===== config.mk =====
export PLATFORM = sky130hd
export DESIGN_NAME = scan_decode_mod
export DESIGN_NICKNAME = d
export VERILOG_FILES = /design/src/rtl/smg_pkg.sv /design/src/rtl/seg7_decode_mod.sv /design/src/rtl/scan_decode_mod.sv
export SDC_FILE = /design/constraint.sdc
export NUM_CORES = 1
export LEC_CHECK = 0
export ABC_AREA = 1
export CAP_MARGIN = 20
export CORE_MARGIN = 3
export CORE_UTILIZATION = 60
export DETAILED_ROUTE_END_ITERATION = 16
export PLACE_DENSITY = 0.83
export SYNTH_ARGS = -nofsm -noshare
export SYNTH_HDL_FRONTEND = slang
export SYNTH_SLANG_ARGS = --single-unit

===== constraint.sdc =====
create_clock -name CLK -period 4 [get_ports CLK]
set_input_delay 0.8 -clock CLK [delete_from_list [all_inputs] [get_ports CLK]]
set_output_delay 0.8 -clock CLK [all_outputs]
set_load 0.01 [all_outputs]

===== src/rtl/smg_pkg.sv =====
// Shared constants for the seven-segment scan decoder: active-low segment codes,
// column select values and the sampling FSM state type.
package smg_pkg;

   localparam logic [7:0] SEG_0 = 8'hC0;
   localparam logic [7:0] SEG_1 = 8'hF9;
   localparam logic [7:0] SEG_2 = 8'hA4;
   localparam logic [7:0] SEG_3 = 8'hB0;
   localparam logic [7:0] SEG_4 = 8'h99;
   localparam logic [7:0] SEG_5 = 8'h92;
   localparam logic [7:0] SEG_6 = 8'h82;
   localparam logic [7:0] SEG_7 = 8'hF8;
   localparam logic [7:0] SEG_8 = 8'h80;
   localparam logic [7:0] SEG_9 = 8'h90;

   localparam logic [5:0] SEL_ONES = 6'b111110;
   localparam logic [5:0] SEL_TENS = 6'b111101;

   typedef enum logic [1:0] {
      WAIT_STABLE = 2'd0,
      SAMPLE      = 2'd1,
      HOLD        = 2'd2
   } state_t;

endpackage


===== src/rtl/seg7_decode_mod.sv =====
// Combinational inverse of the seven-segment encoder: active-low pattern to BCD
// digit, with the decimal point ignored and an illegal flag for unknown codes.
module seg7_decode_mod
   import smg_pkg::*;
(
   input  logic [7:0] pattern_i,
   output logic [3:0] digit_o,
   output logic       illegal_o
);

   logic [7:0] seg_m;
   assign seg_m = pattern_i | 8'h80;

   always_comb begin
      digit_o   = 4'd0;
      illegal_o = 1'b0;
      case (seg_m)
         SEG_0:   digit_o = 4'd0;
         SEG_1:   digit_o = 4'd1;
         SEG_2:   digit_o = 4'd2;
         SEG_3:   digit_o = 4'd3;
         SEG_4:   digit_o = 4'd4;
         SEG_5:   digit_o = 4'd5;
         SEG_6:   digit_o = 4'd6;
         SEG_7:   digit_o = 4'd7;
         SEG_8:   digit_o = 4'd8;
         SEG_9:   digit_o = 4'd9;
         default: illegal_o = 1'b1;
      endcase
   end

endmodule


===== src/rtl/scan_decode_mod.sv =====
// Recovers a two-digit value from a multiplexed seven-segment scan, publishing it
// only after MATCH_FRAMES identical complete frames.
//
// state       | meaning
// WAIT_STABLE | waiting for the scan inputs to settle on a legal column
// SAMPLE      | decode the settled digit into the frame register
// HOLD        | digit taken, waiting for the scan to move on
module scan_decode_mod
   import smg_pkg::*;
#(
   parameter int STABLE_CNT   = 16,
   parameter int MATCH_FRAMES = 2
) (
   input  logic       CLK,
   input  logic       RST,
   input  logic [7:0] Row_Scan_Sig,
   input  logic [5:0] Column_Scan_Sig,
   output logic [3:0] ten_data,
   output logic [3:0] one_data,
   output logic [7:0] data_out,
   output logic       data_valid,
   output logic       seg_error
);

   localparam int SW = $clog2(STABLE_CNT + 1);
   localparam int MW = $clog2(MATCH_FRAMES + 1);
   localparam logic [SW-1:0] STAB_MAX  = SW'(STABLE_CNT - 1);
   localparam logic [MW-1:0] MATCH_MAX = MW'(MATCH_FRAMES);

   state_t        state_q, state_d;
   logic [13:0]   pair_q;
   logic [SW-1:0] stab_q, stab_d;
   logic          ten_cap_q, ten_cap_d, one_cap_q, one_cap_d;
   logic [3:0]    ten_frm_q, ten_frm_d, one_frm_q, one_frm_d;
   logic [3:0]    prev_ten_q, prev_ten_d, prev_one_q, prev_one_d;
   logic [MW-1:0] match_q, match_d;
   logic          seen_q, seen_d;
   logic [3:0]    ten_out_q, ten_out_d, one_out_q, one_out_d;
   logic [7:0]    dout_q, dout_d;
   logic          valid_q, valid_d, err_q, err_d;

   logic [13:0]   pair_in;
   logic          pair_chg, is_tens, col_legal, dec_illegal, t_cap, o_cap;
   logic [5:0]    col_s;
   logic [3:0]    dec_digit, t_frm, o_frm;
   logic [7:0]    frm_bin;

   assign pair_in   = {Column_Scan_Sig, Row_Scan_Sig};
   assign pair_chg  = (pair_in != pair_q);
   assign col_s     = pair_q[13:8];
   assign is_tens   = (col_s == SEL_TENS);
   assign col_legal = (col_s == SEL_ONES) || (col_s == SEL_TENS);

   seg7_decode_mod u_dec (
      .pattern_i (pair_q[7:0]),
      .digit_o   (dec_digit),
      .illegal_o (dec_illegal)
   );

   // Frame as it would look with the digit under decode merged in.
   assign t_frm   = is_tens ? dec_digit : ten_frm_q;
   assign o_frm   = is_tens ? one_frm_q : dec_digit;
   assign t_cap   = ten_cap_q | is_tens;
   assign o_cap   = one_cap_q | ~is_tens;
   assign frm_bin = ({4'd0, t_frm} << 3) + ({4'd0, t_frm} << 1) + {4'd0, o_frm};

   always_comb begin
      state_d    = state_q;
      stab_d     = stab_q;
      ten_cap_d  = ten_cap_q;
      one_cap_d  = one_cap_q;
      ten_frm_d  = ten_frm_q;
      one_frm_d  = one_frm_q;
      prev_ten_d = prev_ten_q;
      prev_one_d = prev_one_q;
      match_d    = match_q;
      seen_d     = seen_q;
      ten_out_d  = ten_out_q;
      one_out_d  = one_out_q;
      dout_d     = dout_q;
      valid_d    = 1'b0;
      err_d      = 1'b0;

      if (pair_chg)               stab_d = '0;
      else if (stab_q < STAB_MAX) stab_d = stab_q + SW'(1);

      case (state_q)
         WAIT_STABLE: begin
            if (!pair_chg && (stab_q == STAB_MAX) && col_legal) state_d = SAMPLE;
         end
         SAMPLE: begin
            state_d = HOLD;
            if (dec_illegal) begin
               err_d     = 1'b1;
               ten_cap_d = 1'b0;
               one_cap_d = 1'b0;
               match_d   = '0;
            end else begin
               ten_frm_d = t_frm;
               one_frm_d = o_frm;
               if (t_cap && o_cap) begin
                  ten_cap_d  = 1'b0;
                  one_cap_d  = 1'b0;
                  prev_ten_d = t_frm;
                  prev_one_d = o_frm;
                  if ((t_frm == prev_ten_q) && (o_frm == prev_one_q))
                     match_d = (match_q == MATCH_MAX) ? match_q : match_q + MW'(1);
                  else
                     match_d = MW'(1);
                  if ((match_d == MATCH_MAX) && (match_q != MATCH_MAX) &&
                      (!seen_q || (t_frm != ten_out_q) || (o_frm != one_out_q))) begin
                     ten_out_d = t_frm;
                     one_out_d = o_frm;
                     dout_d    = frm_bin;
                     valid_d   = 1'b1;
                     seen_d    = 1'b1;
                  end
               end else begin
                  ten_cap_d = t_cap;
                  one_cap_d = o_cap;
               end
            end
         end
         HOLD: begin
            // A change seen during SAMPLE shows up only as a cleared counter.
            if (pair_chg || (stab_q == '0)) state_d = WAIT_STABLE;
         end
         default: state_d = WAIT_STABLE;
      endcase
   end

   always_ff @(posedge CLK) begin
      if (RST) begin
         state_q    <= WAIT_STABLE;
         pair_q     <= '0;
         stab_q     <= '0;
         ten_cap_q  <= 1'b0;
         one_cap_q  <= 1'b0;
         ten_frm_q  <= '0;
         one_frm_q  <= '0;
         prev_ten_q <= '0;
         prev_one_q <= '0;
         match_q    <= '0;
         seen_q     <= 1'b0;
         ten_out_q  <= '0;
         one_out_q  <= '0;
         dout_q     <= '0;
         valid_q    <= 1'b0;
         err_q      <= 1'b0;
      end else begin
         state_q    <= state_d;
         pair_q     <= pair_in;
         stab_q     <= stab_d;
         ten_cap_q  <= ten_cap_d;
         one_cap_q  <= one_cap_d;
         ten_frm_q  <= ten_frm_d;
         one_frm_q  <= one_frm_d;
         prev_ten_q <= prev_ten_d;
         prev_one_q <= prev_one_d;
         match_q    <= match_d;
         seen_q     <= seen_d;
         ten_out_q  <= ten_out_d;
         one_out_q  <= one_out_d;
         dout_q     <= dout_d;
         valid_q    <= valid_d;
         err_q      <= err_d;
      end
   end

   assign ten_data   = ten_out_q;
   assign one_data   = one_out_q;
   assign data_out   = dout_q;
   assign data_valid = valid_q;
   assign seg_error  = err_q;

endmodule


# Word-level counts from Yosys, hierarchy flattened
# Index checks and enable logic that the tools add are counted.
totals:
  register_bits: 60
  latch_bits: 0
  ram_bits: 0
  mem_bits_ro: 0
  in_bits: 16
  out_inout_bits: 18
  elab_cells: 95
  memories: 0
op_classes:
  addsub: 4
  multipliers: 0
  n_div: 0
  n_lt_le_gt_ge: 1
  eq_ne: 25
  n_shift: 0
  n_mux: 19
  bitwise: 6
  n_reduce_logical: 24
op_table:
  columns: ["operator", "n"]
  rows:
  - ["$pmux 4 s9", 1]
  - ["$eq 7x5->1 const B", 3]
  - ["$eq 7x7->1 const B", 3]
  - ["$mux 2", 9]
  - ["$eq 7x6->1 const B", 2]
  - ["$ne 14x14->1", 1]
  - ["$eq 6x6->1 const B", 2]
  - ["$reduce_or 10->1", 1]
  - ["$add 7x5->8", 1]
  - ["$add 8x4->8", 1]
  - ["$eq 4x4->1", 2]
  - ["$mux 4", 2]
  - ["$ne 4x4->1", 2]
  - ["$eq 7x2->1 const B", 1]
  - ["$logic_not 7->1", 1]
  - ["$eq 2x2->1 const B", 3]
  - ["$logic_and 1x1->1", 6]
  - ["$mux 1", 6]
  - ["$ne 2x2->1 const B", 3]
  - ["$pmux 2 s3", 1]
  - ["$reduce_and 2->1", 3]
  - ["$add 5x1->5 const B", 1]
  - ["$eq 5x4->1 const B", 1]
  - ["$logic_not 5->1", 1]
  - ["other kinds (13)", 22]

# Longest topological paths before layout
# Gate-level depths: netlist of run 1.
depth:
  word_depth: 13
  mapped_depth: 19
  mapped_depth_nobuf: 18

# Hierarchy
# From an unflattened synthesis of run 1, not the netlist that was laid out.
unflattened:
  hier_cells: 530
  hier_area_um2: 3553.4
modules_own_cells:
  columns: ["mod", "n_inst", "cells_each", "area_per_inst_um2", "seq_area_each_um2"]
  rows:
  - ["scan_decode_mod", 1, 479, 3348.2, 1181.1]
  - ["seg7_decode_mod", 1, 51, 205.2, 0.0]

# Worst setup path before layout of run 1
# Ideal clock, no wire load.
synth_path:
  path_kind: "reg-to-reg"
  start: "register pair_q[12]"
  end: "register dout_q[6] (netlist: data_out[6])"
  setup_time_ps: 115
  t_arrival_ps: 2522
  required_time_ps: 3885
  setup_slack_ps: 1363
  stages_incl_launch_ff: 17
  n_path_buf: 0
  synth_period_minus_slack_ps: 2637
  cell_sequence: "dfxtp_1 nand2_2 nor2_4 nand2_8 inv_6 or2_4 nand2_4 fa_1 inv_1 fa_1 nand2_1 nand2_1 a21oi_1 xnor2_1 nand3_1 nand2_1 nor2_1"
synth_between:
  elab_chain_cells: 12
  elab_cells_between_ends: 24
  classes_between: "2 x add/sub; 6 x eq/ne; 6 x mux; 3 x bitwise; 7 x reduce/logical"
synth_rtl:
  columns: ["element", "line_no", "source"]
  rows:
  - ["start: declaration", "scan_decode_mod.sv:31", "logic [13:0] pair_q;"]
  - ["start signal: assignment", "scan_decode_mod.sv:152", "pair_q <= pair_in;"]
  - ["$eq 6x6->1 *", "scan_decode_mod.sv:51", "assign is_tens = (col_s == SEL_TENS);"]
  - ["branches (longest 11 deep; another with $add 7x5->8)", null, null]
  - ["end signal: assignment", "scan_decode_mod.sv:164", "dout_q <= dout_d;"]
  - ["end: declaration", "scan_decode_mod.sv:39", "logic [7:0] dout_q, dout_d;"]
# Every way passes the cells marked *. The select of a mux whose other input is x is not followed.
# A chain may end at the register's enable or synchronous reset.

# Worst setup path in the final report of run 1
layout_path:
  start: "register pair_q[2]"
  end: "register dout_q[6] (netlist: data_out[6])"
layout_between:
  elab_chain_cells: 13
  elab_cells_between_ends: 31
  classes_between: "2 x add/sub; 14 x eq/ne; 7 x mux; 8 x reduce/logical"
layout_rtl:
  columns: ["element", "line_no", "source"]
  rows:
  - ["$eq 7x5->1 (tied with other cells)", "seg7_decode_mod.sv:17", "case (seg_m)"]
  - ["$pmux 4 s9 *", "seg7_decode_mod.sv:17", null]
  - ["$mux 4 *", "scan_decode_mod.sv:61", "assign t_frm = is_tens ? dec_digit : ten_frm_q;"]
  - ["net t_frm[1]", "scan_decode_mod.sv:45", "logic [3:0] dec_digit, t_frm, o_frm;"]
  - ["branches (longest 10 deep; another with $add 7x5->8)", null, null]
# Mark *: on every way through the listed nets, which the timed path passes. The select of a mux whose other input is x is not followed.

==> run metrics, run 1 <==
run status=finished clean; Power Internal=973 uW; worst ir drop on vdd=0.199 mV; NumNets Final=585; net switching power=310 uW; sequential fraction of design power=0.470; required arrival time at the worst endpoint=4.24 ns; sink count of the clock tree=59; DRC violations left=0; family with the most delay on the worst path=simple AND/OR/NAND/NOR gates; total buffers and inverters traversed by the critical path=0; Worst Max-Slew Pin Slew=0.547 ns; number of routed nets with antenna violations=0; final setup slack of the worst path=1.02 ns; vias=3348; mean number of vias per cell=5.30; count of cell types in the netlist=36; arrival time of data at the critical path endpoint=3.22 ns; Max Cap Viol=0; Final setup violation count=0; flop2flop setup slack=1.02 ns; # Post-CTS Setup Buffers=0; number of top-level design ports=34; highest cell delay on the worst timing path=0.40 ns; TNS Setup=0 ns; Setup Slack @ Placement=1.09 ns; overflow left after global routing=0; initial core utilization=0.627; Worst Path Max Fanout=5; slowest CP cell=sky130_fd_sc_hd__fa_1; dominant cells by area after synthesis=sky130_fd_sc_hd__dfxtp_1, sky130_fd_sc_hd__nand2_1, sky130_fd_sc_hd__nor2_1; Crit. End Element=flop; Clock Power Share=0.448; relative max-transition margin=0.632; Reg2Reg Capture Point=data_out[6]; post-synthesis cell type with the largest combined area=sky130_fd_sc_hd__dfxtp_1; routed wire length per instance=12.9 um; register bit count reported by yosys=59; time the worst path needs with I/O delays and setup=2.98 ns; crit share post-route=0.746; total core area=5570 sq um; fraction of layout cells with a size suffix above 1=0.121; hold path startpoint=ten_cap_q; share of power burned in combinational logic=0.082; overall track demand over capacity in global routing=0.258; Detailed Route WL=8.17 mm; ratio of total power to cell area=314 nW/um^2; unrepaired setup endpoints after global routing=no; die boundary width=82.3 um; share of the synthesized area in the top cell type=0.338; chain of cells forming the critical path=nor2_1 -> nand2_1 -> nor2_1 -> nor2_4 -> nand2_1 -> nand2_1 -> nand2_1 -> ha_1 -> ha_1 -> fa_1 -> nand2_1 -> nand2_1 -> a21oi_1 -> xnor2_1 -> nand3_1 -> nand2_1 -> nor2_1; Cells on Worst Hold Path=2; Net Count, Synth=549; Resized Gates After CTS=0; area added between synthesis and finish=16.8%; startpoint of the worst register-to-register path=pair_q[2]; Lkg Pwr=1.94 nW; number of inserted diodes=0; number of hold buffers added after cts=0; share of synthesized area occupied by flip-flops and latches=0.338; synthesized netlist cell count=519; die extent in y=82.3 um; critical path type=flop to flop; Peak Freq=335 MHz; syn avg cell area=6.73 sq um; number of global-route vias before repair=3004; detailed placer's ending HPWL=6.04 mm; initial drt markers=284; area of the die=6770 sq um; crit-path most repeated cell=sky130_fd_sc_hd__nand2_1; library cell used as clock root buffer=sky130_fd_sc_hd__clkbuf_8; cts bufs inserted=9; Final Hold Viols=0; Final Wtd Congestion=0.927; clock insertion delay at the later pin of the skew report=0.35 ns; maximum number of pins on one net before global-route repair=34; critical path launch point type=flop; worst min-delay path category=flop to flop; Post-Synthesis Cell Area=3490 sq um; number of cells on the worst reg-to-reg path=17; CP Launch Point=pair_q[2]; worst hold slack across all endpoints=0.468 ns; Sw Ratio=0.242; clk_skew=0.0104 ns; CTS HTree Levels=3; clock-pin transition on the worst setup and hold timing paths=0.07 ns; buffer depth of the longest clock path=2; site row count=27; initial antenna violation count=0; Worst Hold Path EP=ten_cap_q; Synthesis Warnings=0; wire length of the first global-routing pass=13.3 mm; number of slew-limit violations in the final report=0; TritonCTS clock tree=done; Port Buffers=33; number of optimization iterations in the first detailed-route pass=5
==> worst reg2reg max path, cell delays in order (launching register included) <==
cell                      delay, ns
sky130_fd_sc_hd__dfxtp_1       0.34
sky130_fd_sc_hd__nor2_1        0.25
sky130_fd_sc_hd__nand2_1       0.13
sky130_fd_sc_hd__nor2_1        0.20
sky130_fd_sc_hd__nor2_4        0.07
sky130_fd_sc_hd__nand2_1       0.11
sky130_fd_sc_hd__nand2_1       0.10
sky130_fd_sc_hd__nand2_1       0.15
sky130_fd_sc_hd__ha_1          0.26
sky130_fd_sc_hd__ha_1          0.23
sky130_fd_sc_hd__fa_1          0.40
sky130_fd_sc_hd__nand2_1       0.08
sky130_fd_sc_hd__nand2_1       0.05
sky130_fd_sc_hd__a21oi_1       0.15
sky130_fd_sc_hd__xnor2_1       0.14
sky130_fd_sc_hd__nand3_1       0.09
sky130_fd_sc_hd__nand2_1       0.08
sky130_fd_sc_hd__nor2_1        0.04
==> worst max-delay path by stage <==
stage,endpoint,slack [ns],cells after the start
after floorplan,data_out[6],1.36,16
after global placement,data_out[6],1.22,16
after detailed placement,data_out[6],1.09,17
after CTS,data_out[6],1.03,17
after global routing,data_out[6],0.84,16
final,data_out[6],1.02,17
==> stage by stage <==
stage                     cell area, sq um  cells   util  total power, mW
after floorplan                       3490    519      -            0.686
after CTS                             4080    632  0.732             1.29
after global placement                3870    616  0.694            0.717
final                                 4080    632  0.732             1.28
after global routing                  4080    632  0.732             1.33
after detailed placement              3870    616  0.694            0.720
==> kinds of logic after synthesis <==
logic type	share of synthesized area
adders and majority gates	0.0544
AOI/OAI and AO/OA	0.0885
and+or+nand+nor	0.397
xor gates and xnor gates	0.0176
buffers and inverters	0.105
DFF	0.338
==> sequential cells by signal, summed over array words and instances, names as in the netlist, 2 cells and up <==
register and flops:
prev_ten_q 4, match_q 2, one_data 4, stab_q 5, ten_frm_q 4, pair_q 14, one_frm_q 4, state_q 2
ten_data 4, prev_one_q 4, data_out 7
==> cells in the mapped netlist, drive strengths merged <==
master  instances
a21oi          36
buf             4
clkbuf          6
dfxtp          59
fa              2
ha             12
inv            80
nand2         124
nand3          48
nand3b          2
nand4           9
nor2           92
nor3            5
nor4            2
o211ai          1
o21ai          21
o41ai           1
or2             8
xnor2           3
xor2            4
==> power groups by stage <==
| stage | clock, mW | combinational [mW] | sequential [mW] |
|---|---|---|---|
| final | 0.574 | 0.106 | 0.603 |
| after global routing | 0.611 | 0.118 | 0.604 |
| after CTS | 0.583 | 0.105 | 0.603 |
| after floorplan | 0 | 0.0719 | 0.614 |
| after global placement | 0 | 0.102 | 0.615 |
| after detailed placement | 0 | 0.104 | 0.616 |
==> placed cells by master, fill, tap and decap left out, types with 3 or more instances in the layout <==
cell                                n
sky130_fd_sc_hd__nand2_1          112
sky130_fd_sc_hd__nor2_1            77
sky130_fd_sc_hd__inv_1             73
sky130_fd_sc_hd__dfxtp_1           59
sky130_fd_sc_hd__nand3_1           41
sky130_fd_sc_hd__a21oi_1           36
sky130_fd_sc_hd__clkdlybuf4s50_1   33
sky130_fd_sc_hd__o21ai_0           18
sky130_fd_sc_hd__ha_1              12
sky130_fd_sc_hd__clkbuf_8          12
sky130_fd_sc_hd__nor2_2            10
sky130_fd_sc_hd__nand2_2           10
sky130_fd_sc_hd__nand4_1            9
sky130_fd_sc_hd__inv_2              6
sky130_fd_sc_hd__nand3_2            5
sky130_fd_sc_hd__nor3_1             5
sky130_fd_sc_hd__or2_2              5
sky130_fd_sc_hd__nor2_4             4
sky130_fd_sc_hd__xor2_1             4
sky130_fd_sc_hd__xnor2_1            3
==> layer usage <==
metal	up-vias	track usage	wire length (um)
met3	19	0.0705	490
met4	0	0.0864	138
met5	-	0	0
met2	108	0.412	3780
li1	1702	-	-
met1	1519	0.334	3760
==> final cells by class <==
cell class / count / area (sq um)
multi-input cells: 370 / 1950
clock inverters: 4 / 47.5
inverters: 80 / 305
well taps: 72 / 90.1
repair buffers: 35 / 345
clock buffers: 12 / 165
flip-flops and latches: 59 / 1180
fillers: 447 / 1490
Note: power is estimated with default switching activity, not from simulation.
==> run 2: changes to the inputs <==
--- a/config.mk
+++ b/config.mk
@@ -8,9 +8,9 @@
 export ABC_AREA = 1
 export CAP_MARGIN = 20
 export CORE_MARGIN = 3
-export CORE_UTILIZATION = 60
+export CORE_UTILIZATION = 57
 export DETAILED_ROUTE_END_ITERATION = 16
-export PLACE_DENSITY = 0.83
+export PLACE_DENSITY = 0.8
 export SYNTH_ARGS = -nofsm -noshare
 export SYNTH_HDL_FRONTEND = slang
 export SYNTH_SLANG_ARGS = --single-unit
==> constraint.sdc (replaced) <==
create_clock -name CLK -period 2.85 [get_ports CLK]
set_input_delay 0.57 -clock CLK [delete_from_list [all_inputs] [get_ports CLK]]
set_output_delay 0.57 -clock CLK [all_outputs]
set_load 0.01 [all_outputs]
==> run 2 against run 1 <==
Combinational power up 58%. Clock skew down 0.0030 ns. First-iteration DRC count down 34%. Sequential power up 41%. Maximum frequency up 12%. Worst setup slack worse by 0.83 ns. Via count up 2.6%. Critical path type unchanged.
==> run metrics, run 2 (synthesis results as in run 1) <==
largest reg by FF count=pair_q; Final Wtd Congestion=0.914; site row count=27; Crit. End Element=flop; library cell used as clock root buffer=sky130_fd_sc_hd__clkbuf_8; number of hold buffers added after cts=0; CTS HTree Levels=3; area added between synthesis and finish=23.7%; hold path startpoint=seen_q; worst hold slack across all endpoints=0.465 ns; fraction of layout cells with a size suffix above 1=0.200; startpoint of the worst register-to-register path=pair_q[1]; relative max-transition margin=0.653; mean number of vias per cell=5.34; routed wire length per instance=13.3 um; flip-flop count of the largest register after layout=14; worst min-delay path category=flop to flop; critical path type=flop to flop; clock-pin transition on the worst setup and hold timing paths=0.07 ns; number of slew-limit violations in the final report=0; buffer depth of the longest clock path=2; Storage cell area=1210 sq um; arrival time of data at the critical path endpoint=2.89 ns; Setup Slack @ Placement=-0.0377 ns; number of top-level design ports=34; die extent in y=84.3 um; clock insertion delay at the later pin of the skew report=0.34 ns; overflow left after global routing=0; cts bufs inserted=9; Worst Hold Path EP=seen_q; sink count of the clock tree=59; number of inserted diodes=0; Detailed Route WL=8.55 mm; Final setup violation count=0; detailed placer's ending HPWL=5.86 mm; number of optimization iterations in the first detailed-route pass=5; maximum number of pins on one net before global-route repair=35; Worst Path Max Fanout=5; initial core utilization=0.612; critical path launch point type=flop; TritonCTS clock tree=done; CP Launch Point=pair_q[1]; clk_skew=0.00739 ns; required arrival time at the worst endpoint=3.08 ns; number of cells on the worst reg-to-reg path=18; Worst Max-Slew Pin Slew=0.516 ns; final setup slack of the worst path=0.190 ns; Port Buffers=33; wire length of the first global-routing pass=13.8 mm; number of routed nets with antenna violations=0; NumNets Final=597; Reg2Reg Capture Point=data_out[6]; run status=finished clean; worst ir drop on vdd=0.267 mV; Lkg Pwr=1.99 nW; Cells on Worst Hold Path=2; vias=3436; flop2flop setup slack=0.19 ns; Peak Freq=376 MHz; number of global-route vias before repair=3087; area of the die=7100 sq um; crit share post-route=0.933; initial antenna violation count=0; most frequent standard cell in the layout excluding fill and tap cells=sky130_fd_sc_hd__nand2_1; overall track demand over capacity in global routing=0.238; initial drt markers=188; number of fill cells in the layout=440; total core area=5710 sq um; time the worst path needs with I/O delays and setup=2.66 ns; ratio of total power to cell area=400 nW/um^2; die boundary width=84.3 um; DRC violations left=0; Max Cap Viol=0; Final Hold Viols=0; leading cell types in the layout, fill and taps excluded=sky130_fd_sc_hd__nand2_1, sky130_fd_sc_hd__inv_1, sky130_fd_sc_hd__nor2_1; area of the multi-input gates=2090 sq um
-- run 2: cell count changes in the layout (fill, tap and decap cells not counted), sizes merged --
cell and delta:
clkinvlp -1, inv -1, buf +12, clkbuf +1, clkinv +1, bufinv -1
-- run 2: how the worst max path moves through the flow --
stage / cells past startpoint / slack (ns) / endpoint
floorplan: 16 / 0.21 / data_out[6]
global placement: 16 / 0.05 / data_out[6]
detailed placement: 16 / -0.04 / data_out[6]
CTS: 16 / 0.008 / data_out[6]
global route: 18 / -0.03 / data_out[6]
finish: 18 / 0.19 / data_out[6]
-- run 2: final cells by class --
cell class                 instances  share of cell area
tap                               72              0.0209
multi-input combinational        370               0.483
inverter                          80              0.0724
timing repair buffer              47               0.102
clock inverter                     2             0.00232
sequential                        59               0.281
clock buffer                      13              0.0391
-- run 2: metrics by stage --
step	area [sq um]	utilization	instances	total power, mW	TNS (ns)
finish	4320	0.757	643	1.73	0
global route	4320	0.757	643	1.79	-0.0277
CTS	4110	0.720	637	1.71	0
detailed placement	3910	0.684	621	1.01	-0.0377
global placement	3910	0.684	621	1.01	0
floorplan	3490	-	519	0.963	0
-- run 2: timing repair --
action                                 CTS  global route
pin swaps                                1            17
setup buffers                            1             6
resized for setup                        5            51
setup endpoints to repair                1             3
endpoints found under the hold margin    0             0
-- run 2: power by group --
group / internal [mW] / switching, mW / total [mW]
clock network: 0.380 / 0.334 / 0.714
registers: 0.833 / 0.0143 / 0.848
logic: 0.0679 / 0.0991 / 0.167
total: 1.28 / 0.448 / 1.73
-- run 2: worst max-delay path, stage by stage, from the launching register on --
cell                      delay [ns]
sky130_fd_sc_hd__dfxtp_4        0.36
sky130_fd_sc_hd__inv_2          0.06
sky130_fd_sc_hd__nor2_1         0.04
sky130_fd_sc_hd__nand2_2        0.09
sky130_fd_sc_hd__nor2_4         0.05
sky130_fd_sc_hd__nor2_4         0.20
sky130_fd_sc_hd__nand2_2        0.10
sky130_fd_sc_hd__nand2_1        0.11
sky130_fd_sc_hd__nand2_2        0.11
sky130_fd_sc_hd__ha_1           0.23
sky130_fd_sc_hd__ha_4           0.17
sky130_fd_sc_hd__fa_2           0.39
sky130_fd_sc_hd__nand2_1        0.09
sky130_fd_sc_hd__nand2_1        0.06
sky130_fd_sc_hd__a21oi_2        0.14
sky130_fd_sc_hd__xnor2_1        0.13
sky130_fd_sc_hd__nand3_1        0.09
sky130_fd_sc_hd__nand2_1        0.08
sky130_fd_sc_hd__nor2_1         0.04
-- run 2: routing by layer --
layer  GRT usage  part of all wire  up-vias
met5           0                 0        -
met4      0.0906             0.019        0
met3      0.0422             0.058       17
met2       0.377              0.47      111
met1       0.322              0.46     1572
li1            -                 -     1736
==> run 3: changes to the inputs <==
--- a/config.mk
+++ b/config.mk
@@ -7,10 +7,11 @@
 export LEC_CHECK = 0
 export ABC_AREA = 1
 export CAP_MARGIN = 20
-export CORE_MARGIN = 3
-export CORE_UTILIZATION = 57
+export CORE_MARGIN = 2
+export CORE_UTILIZATION = 59
+export CTS_BUF_LIST = sky130_fd_sc_hd__clkbuf_8
 export DETAILED_ROUTE_END_ITERATION = 16
-export PLACE_DENSITY = 0.8
+export PLACE_DENSITY = 0.82
 export SYNTH_ARGS = -nofsm -noshare
 export SYNTH_HDL_FRONTEND = slang
 export SYNTH_SLANG_ARGS = --single-unit
==> run 3 against run 2 <==
Core utilization decreased by 1.1 points. Maximum frequency decreased by 4.1%. Hold slack improved by 0.0068 ns. Combinational power decreased by 4%. Largest cell class unchanged. Critical endpoint unchanged. Largest power group is now clock.
==> run metrics, run 3 (synthesis results as in run 1) <==
run status=finished clean; library cell used as clock root buffer=sky130_fd_sc_hd__clkbuf_8; net switching power=452 uW; routed wire length per instance=13.5 um; Crit. End Element=flop; hold path startpoint=ten_cap_q; critical path type=flop to flop; number of global-route vias before repair=3164; wire length of the first global-routing pass=14.2 mm; initial core utilization=0.601; TNS Setup=0 ns; worst min-delay path category=flop to flop; TritonCTS clock tree=done; share of power burned in combinational logic=0.085; number of hold buffers added after cts=0; CTS HTree Levels=3; maximum number of pins on one net before global-route repair=35; Max Cap Viol=0; number of top-level design ports=34; Peak Freq=360 MHz; GR met1 Demand/Resource=0.368; Final Hold Viols=0; DRC violations left=0; area of the multi-input gates=2030 sq um; Final setup violation count=0; met2 track utilization from global routing=0.464; Power Internal=1.43 mW; Final Wtd Congestion=0.958; cts bufs inserted=9; time the worst path needs with I/O delays and setup=2.77 ns; post-route cell area=4340 sq um; clk_skew=0.00807 ns; Worst Path Max Fanout=6; buffer depth of the longest clock path=2; number of optimization iterations in the first detailed-route pass=5; crit share post-route=0.974; die boundary width=80.9 um; Total Power Consumption=1.89 mW; final setup slack of the worst path=0.0753 ns; worst ir drop on vdd=0.352 mV; leading cell types in the layout, fill and taps excluded=sky130_fd_sc_hd__nand2_1, sky130_fd_sc_hd__nor2_1, sky130_fd_sc_hd__inv_1; Worst Max-Slew Pin Slew=0.477 ns; sink count of the clock tree=59; site row count=28; fraction of layout cells with a size suffix above 1=0.192; number of cells on the worst reg-to-reg path=17; chain of cells forming the critical path=nor2_4 -> nand2_1 -> nor2_2 -> nor2_4 -> nand2_2 -> nand2_4 -> nand2_2 -> ha_1 -> ha_2 -> fa_2 -> nand2_1 -> nand2_1 -> a21oi_2 -> xnor2_1 -> nand3_1 -> nand2_1 -> nor2_1; Setup Slack @ Placement=-0.0104 ns; count of non-filler cells in the finished layout=652; NumNets Final=602; Worst Hold Path EP=ten_cap_q; met3 Track Usage GR=0.0611; die extent in y=80.9 um; Clock Power Share=0.465; vias=3458; mean number of vias per cell=5.30; Cells on Worst Hold Path=2; initial drt markers=344; Reg2Reg Capture Point=data_out[6]; total core area=5820 sq um; overall track demand over capacity in global routing=0.284; ratio of total power to cell area=435 nW/um^2; flip-flop count of the largest register after layout=14; Lkg Pwr=2.06 nW; required arrival time at the worst endpoint=3.10 ns; area of the die=6550 sq um; number of inserted diodes=0; number of fill cells in the layout=476; initial antenna violation count=0; global routing's busiest layer=met2; worst hold slack across all endpoints=0.472 ns; detailed placer's ending HPWL=6.25 mm; highest cell delay on the worst timing path=0.41 ns; relative max-transition margin=0.679; cell total after placement=625; slowest CP cell=sky130_fd_sc_hd__dfxtp_2; clock-pin transition on the worst setup and hold timing paths=0.07 ns; startpoint of the worst register-to-register path=pair_q[6]; Detailed Route WL=8.82 mm; largest reg by FF count=pair_q; overflow left after global routing=0; arrival time of data at the critical path endpoint=3.02 ns; clock insertion delay at the later pin of the skew report=0.35 ns; sequential fraction of design power=0.450; Sw Ratio=0.240; critical path launch point type=flop; number of slew-limit violations in the final report=0; number of routed nets with antenna violations=0; area added between synthesis and finish=24.1%; area after detailed placement=3920 sq um; crit-path most repeated cell=sky130_fd_sc_hd__nand2_1; Port Buffers=33; most frequent standard cell in the layout excluding fill and tap cells=sky130_fd_sc_hd__nand2_1; Final Util=0.746; Storage cell area=1200 sq um; flop2flop setup slack=0.08 ns
-- run 3: timing repair --
item,CTS,global route
gates cloned,0,1
endpoints found under the hold margin,0,0
setup buffers,0,10
resized for setup,3,37
setup endpoints to repair,1,14
pin swaps,1,9
-- run 3: critical path: cells and delay by family, from the launching register on --
kind                     cells  cell delay [ns]
AND/OR/NAND/NOR             12             1.09
adder cells (fa/ha/maj)      3             0.92
XOR/XNOR                     1             0.12
AO/OA/AOI/OAI                1             0.14
flip-flops                   1             0.41
-- run 3: power by group through the flow --
stage	registers [mW]	clock network [mW]	logic, mW
after floorplan	0.862	0	0.101
after global routing	0.849	0.938	0.179
final	0.849	0.878	0.160
after detailed placement	0.864	0	0.149
after global placement	0.864	0	0.145
after CTS	0.846	0.890	0.150
-- run 3: per-layer routing --
metal	vias up	routed length, um
met1	1553	3700
met5	-	0
met3	41	608
met2	128	4230
li1	1736	-
met4	0	282
-- run 3: final cells by class --
| type | instances | share of cell area |
|---|---|---|
| sequential | 59 | 0.278 |
| inverter | 80 | 0.0716 |
| timing repair buffer | 51 | 0.108 |
| tap | 75 | 0.0216 |
| multi-input combinational | 371 | 0.469 |
| clock buffer | 11 | 0.0349 |
| clock inverter | 5 | 0.0176 |
-- run 3: worst max-delay path by stage --
stage / depth (start not counted) / start / endpoint / slack, ns
6_report: 17 / pair_q[6] / data_out[6] / 0.08
4_1_cts: 16 / pair_q[11] / data_out[6] / 0.009
5_1_grt: 18 / pair_q[1] / data_out[6] / -0.07
3_5_place_dp: 16 / pair_q[12] / data_out[6] / -0.01
3_3_place_gp: 15 / pair_q[5] / data_out[6] / 0.11
2_1_floorplan: 16 / pair_q[12] / data_out[6] / 0.21
